[src/rtl/bp_be_fe_queue_buffer.sv]
// Speculative FE-to-BE fetch queue buffer.
// Packets are read ahead of a commit checkpoint so that read-but-uncommitted
// entries can be replayed by rewinding the read pointer. A clear discards all
// entries. Pointers carry one extra wrap bit to tell full from empty.

module bp_be_fe_queue_buffer_checker #(
   parameter int ptr_width_p = 3
)(
   input logic                   clk_i,
   input logic                   reset_i,
   input logic                   deq_i,
   input logic                   commit_i,
   input logic                   fe_queue_v_o,
   input logic [ptr_width_p:0]   cptr_i,
   input logic [ptr_width_p:0]   rptr_i
);

   // The issue stage may only consume a valid entry.
   deq_only_when_valid: assert property (@(posedge clk_i) disable iff (reset_i)
      deq_i |-> fe_queue_v_o);

   // A commit needs a read-but-uncommitted entry, or one read this cycle.
   commit_only_when_read: assert property (@(posedge clk_i) disable iff (reset_i)
      commit_i |-> ((cptr_i != rptr_i) || deq_i));

endmodule

module bp_be_fe_queue_buffer #(
   // 0 selects the default processor configuration (e_bp_default_cfg)
   parameter int  bp_params_p       = 0,
   parameter int  els_p             = 8,
   localparam int fe_queue_width_lp = (bp_params_p == 0) ? 64 : 96,
   localparam int ptr_width_lp      = $clog2(els_p)
)(
   input  logic                         clk_i,
   input  logic                         reset_i,

   input  logic [fe_queue_width_lp-1:0] fe_queue_i,
   input  logic                         fe_queue_v_i,
   output logic                         fe_queue_ready_and_o,

   output logic [fe_queue_width_lp-1:0] fe_queue_o,
   output logic                         fe_queue_v_o,
   input  logic                         deq_i,

   input  logic                         commit_i,
   input  logic                         roll_i,
   input  logic                         clr_i,
   output logic                         empty_o
);

   localparam logic [ptr_width_lp:0] ptr_zero_lp = {(ptr_width_lp+1){1'b0}};

   logic [fe_queue_width_lp-1:0] mem_r [els_p];

   logic [ptr_width_lp:0] wptr_r, rptr_r, cptr_r;
   logic [ptr_width_lp:0] wptr_n_s, rptr_n_s, cptr_n_s;
   logic                  full_s;
   logic                  enq_s;

   // Full when write and commit pointers share an index but differ in wrap.
   always_comb begin
      full_s = (wptr_r[ptr_width_lp-1:0] == cptr_r[ptr_width_lp-1:0])
             & (wptr_r[ptr_width_lp] != cptr_r[ptr_width_lp]);
      enq_s  = fe_queue_v_i & ~full_s;
   end

   // Next-pointer selection: clear beats roll, roll rewinds to the post-commit checkpoint.
   always_comb begin
      wptr_n_s = wptr_r;
      rptr_n_s = rptr_r;
      cptr_n_s = cptr_r;
      if (clr_i) begin
         wptr_n_s = ptr_zero_lp;
         rptr_n_s = ptr_zero_lp;
         cptr_n_s = ptr_zero_lp;
      end else begin
         wptr_n_s = wptr_r + {{ptr_width_lp{1'b0}}, enq_s};
         cptr_n_s = cptr_r + {{ptr_width_lp{1'b0}}, commit_i};
         if (roll_i) begin
            // same-cycle deq is dropped; replay restarts at the checkpoint
            rptr_n_s = cptr_n_s;
         end else begin
            rptr_n_s = rptr_r + {{ptr_width_lp{1'b0}}, deq_i};
         end
      end
   end

   // Pointer registers with asynchronous reset to the empty state.
   always_ff @(posedge clk_i or posedge reset_i) begin
      if (reset_i) begin
         wptr_r <= ptr_zero_lp;
         rptr_r <= ptr_zero_lp;
         cptr_r <= ptr_zero_lp;
      end else begin
         wptr_r <= wptr_n_s;
         rptr_r <= rptr_n_s;
         cptr_r <= cptr_n_s;
      end
   end

   // Entry storage; contents are don't-care until written, so no reset.
   always_ff @(posedge clk_i) begin
      if (enq_s & ~clr_i) begin
         mem_r[wptr_r[ptr_width_lp-1:0]] <= fe_queue_i;
      end
   end

   // Outputs are decoded purely from registered state, never from inputs.
   always_comb begin
      fe_queue_ready_and_o = ~full_s;
      fe_queue_v_o         = (rptr_r != wptr_r);
      fe_queue_o           = mem_r[rptr_r[ptr_width_lp-1:0]];
      empty_o              = (cptr_r == wptr_r);
   end

   bp_be_fe_queue_buffer_checker #(
      .ptr_width_p (ptr_width_lp)
   ) checker_i (
      .clk_i        (clk_i),
      .reset_i      (reset_i),
      .deq_i        (deq_i),
      .commit_i     (commit_i),
      .fe_queue_v_o (fe_queue_v_o),
      .cptr_i       (cptr_r),
      .rptr_i       (rptr_r)
   );

endmodule
[config.mk]
export PLATFORM = sky130hd
export DESIGN_NAME = bp_be_fe_queue_buffer
export DESIGN_NICKNAME = d
export VERILOG_FILES = /design/src/rtl/bp_be_fe_queue_buffer.sv
export SDC_FILE = /design/constraint.sdc
export NUM_CORES = 1
export LEC_CHECK = 0
export BUFFER_PORTS_ARGS = -buffer_cell sky130_fd_sc_hd__buf_2
export CORE_AREA = 3 3 197 199
export CTS_CLUSTER_SIZE = 10
export DETAILED_ROUTE_END_ITERATION = 10
export DIE_AREA = 0 0 200 202
export HOLD_SLACK_MARGIN = 0.1
export MAX_ROUTING_LAYER = met4
export PLACE_DENSITY = 0.75
export SLEW_MARGIN = 20
export SYNTH_ARGS = -nofsm -noshare
export SYNTH_HDL_FRONTEND = slang
export SYNTH_SLANG_ARGS = --single-unit
[constraint.sdc]
create_clock -name clk_i -period 8.47 [get_ports clk_i]
set_clock_uncertainty 0.15 [all_clocks]
set_input_delay 0 -clock clk_i [delete_from_list [all_inputs] [get_ports clk_i]]
set_output_delay 0 -clock clk_i [all_outputs]
set_load 0.05 [all_outputs]
==> impl_metrics.yaml <==
sta:
  fin_tns_setup_ns: 0
  finalCriticalPeriod_ns: 3.597
  slew_headroom_pct: 34.06
  worstMarginPinSlew_ns: 0.9891
  clock.fmax_mhz: 278.0
  finalSetupViolations: 0
  hold_viol: 0
  fin_ws_ns: 4.873
  rsz0062_at_grt: "false"
  maxSlewViolCount: 0
  period_share_pct: 42.46
logic_synthesis:
  ys_seq_elements: 524
  synth_cells: 816
  synth-edff-count: 512
  syn-num-nets: 893
  synthSimpleGateAreaFrac_pct: 0.9523
  synth_top_family_by_area: "multiplexers"
  ys.flop_type: "edfxtp_1"
  synth_area_leaders: "edfxtp_1 77%, mux4_2 14%, mux2_2 3.6%"
  synthXorXnorAreaFrac_pct: 0.6140
  synthTopCellsByCount: "512 x edfxtp_1, 128 x mux4_2, 64 x mux2_2, 14 x buf_2, 14 x clkbuf_1"
  mappedNetlistArea_sq_um: 19970
  yosysSeqAreaShare_pct: 78.49
  yosys.area.top_type: "edfxtp_1"
  muxShareOfSynthArea_pct: 18.14
  synth-adder-area-share_pct: 0.3759
  synth_compound_area_share_pct: 0.08144
  yosysUniqueCellTypes: 26
  syn_avg_cell_area_sq_um: 24.48
  synthArstFlopShare_pct: 2.290
  yosysTopAreaCellShare_pct: 76.98
  yosys_warnings: 0
  synth_most_common_cell: "edfxtp_1"
grt:
  antenna_found_initial: 0
  use_met2_pct: 32.30
  top_usage_layer: "met2"
  grt_pass1_wl_mm: 60.15
  use_met3_pct: 3.484
  grt_max_degree: 89
  grt_pass1_vias: 10257
  grt_util_met1_pct: 28.40
  gr-usage-all-layers_pct: 20.63
  grt_overflow: 0
worst_setup_path:
  arrival_ns: 3.45
  path_buf_inv: 2
  critPathLaunch: "rptr_r[0]"
  cp-end-kind: "primary output"
  critPathRequiredTime_ns: 8.32
  start_kind: "flip-flop"
  crit_slowest_cell: "dfrtp_4"
  path_class: "reg -> out"
  critPathTopFamily: "flip-flops"
  regToRegStartpoint: "wptr_r[1]"
  cp.depth: 4
  slowest_delay_ns: 1.02
  crit_chain: "buf_12 > mux4_2 > mux2_2 > buf_2"
  rr_worst_depth: 5
  worstPathMaxFanout: 88
clock_network:
  cts_setup_buffers: 0
  cts.sinks: 524
  ctsResizeCount: 0
  numCtsBuffers: 58
  clockRootBuffer: "clkbuf_16"
  cts_tree: "yes"
  path_clk_slew_ns: 0.05
  cts_htree_levels: 2
  cts_buffer_depth: 3
  clk_latency_ns: 0.59
die:
  dieArea_sq_um: 40400
  die_width_um: 200
  initial_utilization_pct: 53.40
  row_count: 71
  io_pins: 138
  die_y_um: 202
  core_sq_um: 37400
finish:
  final_nets: 1205
  final_area_sq_um: 24160
  syn_to_final_growth_pct: 20.98
  drive_gt1_share_pct: 36.89
detailed_routing:
  drtIter0Drc: 667
  detail_route.first_pass.iterations: 5
  drt-total-wl_mm: 39.16
  postRouteAntennaNets: 0
  drc: 0
  wl_per_cell_um: 23.65
  num_vias: 9372
  viasPerCell: 5.659
pwr:
  power_density_nw_per_um2: 235.3
  p_leak_nw: 7.866
  vdd_drop_max_v: 0.0001739
  power_mw: 5.685
run_status:
  outcome: "complete, no violations"
worst_hold_path:
  min_from: "fe_queue_i[2]"
  hold_depth: 2
  hp-class: "in -> reg"
job:
  cap_violations: 0
place:
  dp_slack_ns: 5.143
  io_buffers: 137
  gp_congestion: 0.7422
  hpwl_mm: 19.86
  place_area_sq_um: 21250
## per-stage QoR
stage / hold WS, ns / util [%] / std cells
floorplan: -0.2853 / - / 816
global placement: -0.1284 / 56.81 / 1442
detailed placement: -0.1117 / 56.81 / 1442
CTS: 0.1012 / 64.60 / 1655
global route: 0.1224 / 64.60 / 1655
finish: 0.1084 / 64.60 / 1656
## flip-flops by register name (all words and copies together) (netlist names)
name and count:
mem_r 512, cptr_r 4, rptr_r 4, wptr_r 4
## repair_timing
action,CTS,global route
endpoints found under the hold margin,661,0
endpoints found under the setup margin,0,0
hold buffers,137,0
## final cells by class
class                           count  area, sq um
Timing Repair Buffer              293         2212
Inverter                            2        7.507
Clock buffer                       72         1504
Multi-Input combinational cell    249         4073
Tap cell                          511        639.4
Fill cell                        2469        13240
Antenna cell                        1        2.502
Clock inverter                      4        37.54
Sequential cell                   524        15690
## cell families (layout without fill, tap and decap cells)
logic type               Yosys count  after routing
multiplexers                     194            194
AND/OR/NAND/NOR                   33             33
adder cells (fa/ha/maj)            6              6
AO/OA/AOI/OAI                      2              2
XOR/XNOR                          14             14
flip-flops                       524            524
buffers and inverters             43            371
other                              0              1
## power breakdown
group          total [mW]  leakage, nW  internal (mW)  switching (mW)
combinational       0.639         2.33          0.257           0.382
clock                2.12        0.749           1.22           0.897
sequential           2.93         4.78           2.89          0.0364
## worst reg2reg max path, stage by stage (launching register included)
cell and delay (ns):
dfrtp_1 0.58, xor2_1 0.27, nor4_2 0.07, buf_4 0.19, nor3_2 0.71, buf_4 0.89
## metal layers
layer  wire [um]  up-vias
met5           0        -
met4         987        0
met3        1918       75
met2       19430      256
met1       16820     4955
li1            -     4086
## cell usage in the layout, fill, tap and decap left out, drive strengths merged, types with 5 or more instances in the layout
cell type,n
dfrtp,12
mux2,64
nor2,8
nor2b,5
dlygate4sd3,137
nor4,5
edfxtp,512
xnor2,8
ha,6
buf,156
mux4,128
clkbuf,72
xor2,6
## worst paths after layout
kind                            slack [ns]              to
worst min register to register        0.45       cptr_r[3]
worst max-delay path                  4.87  fe_queue_o[54]
worst min-delay path                  0.11     mem_r[4][2]
min in group asynchronous             0.37       rptr_r[3]
max in group asynchronous             7.43       rptr_r[2]
worst max register to register        5.19    mem_r[6][30]
Note: power is estimated with default switching activity, not from simulation.
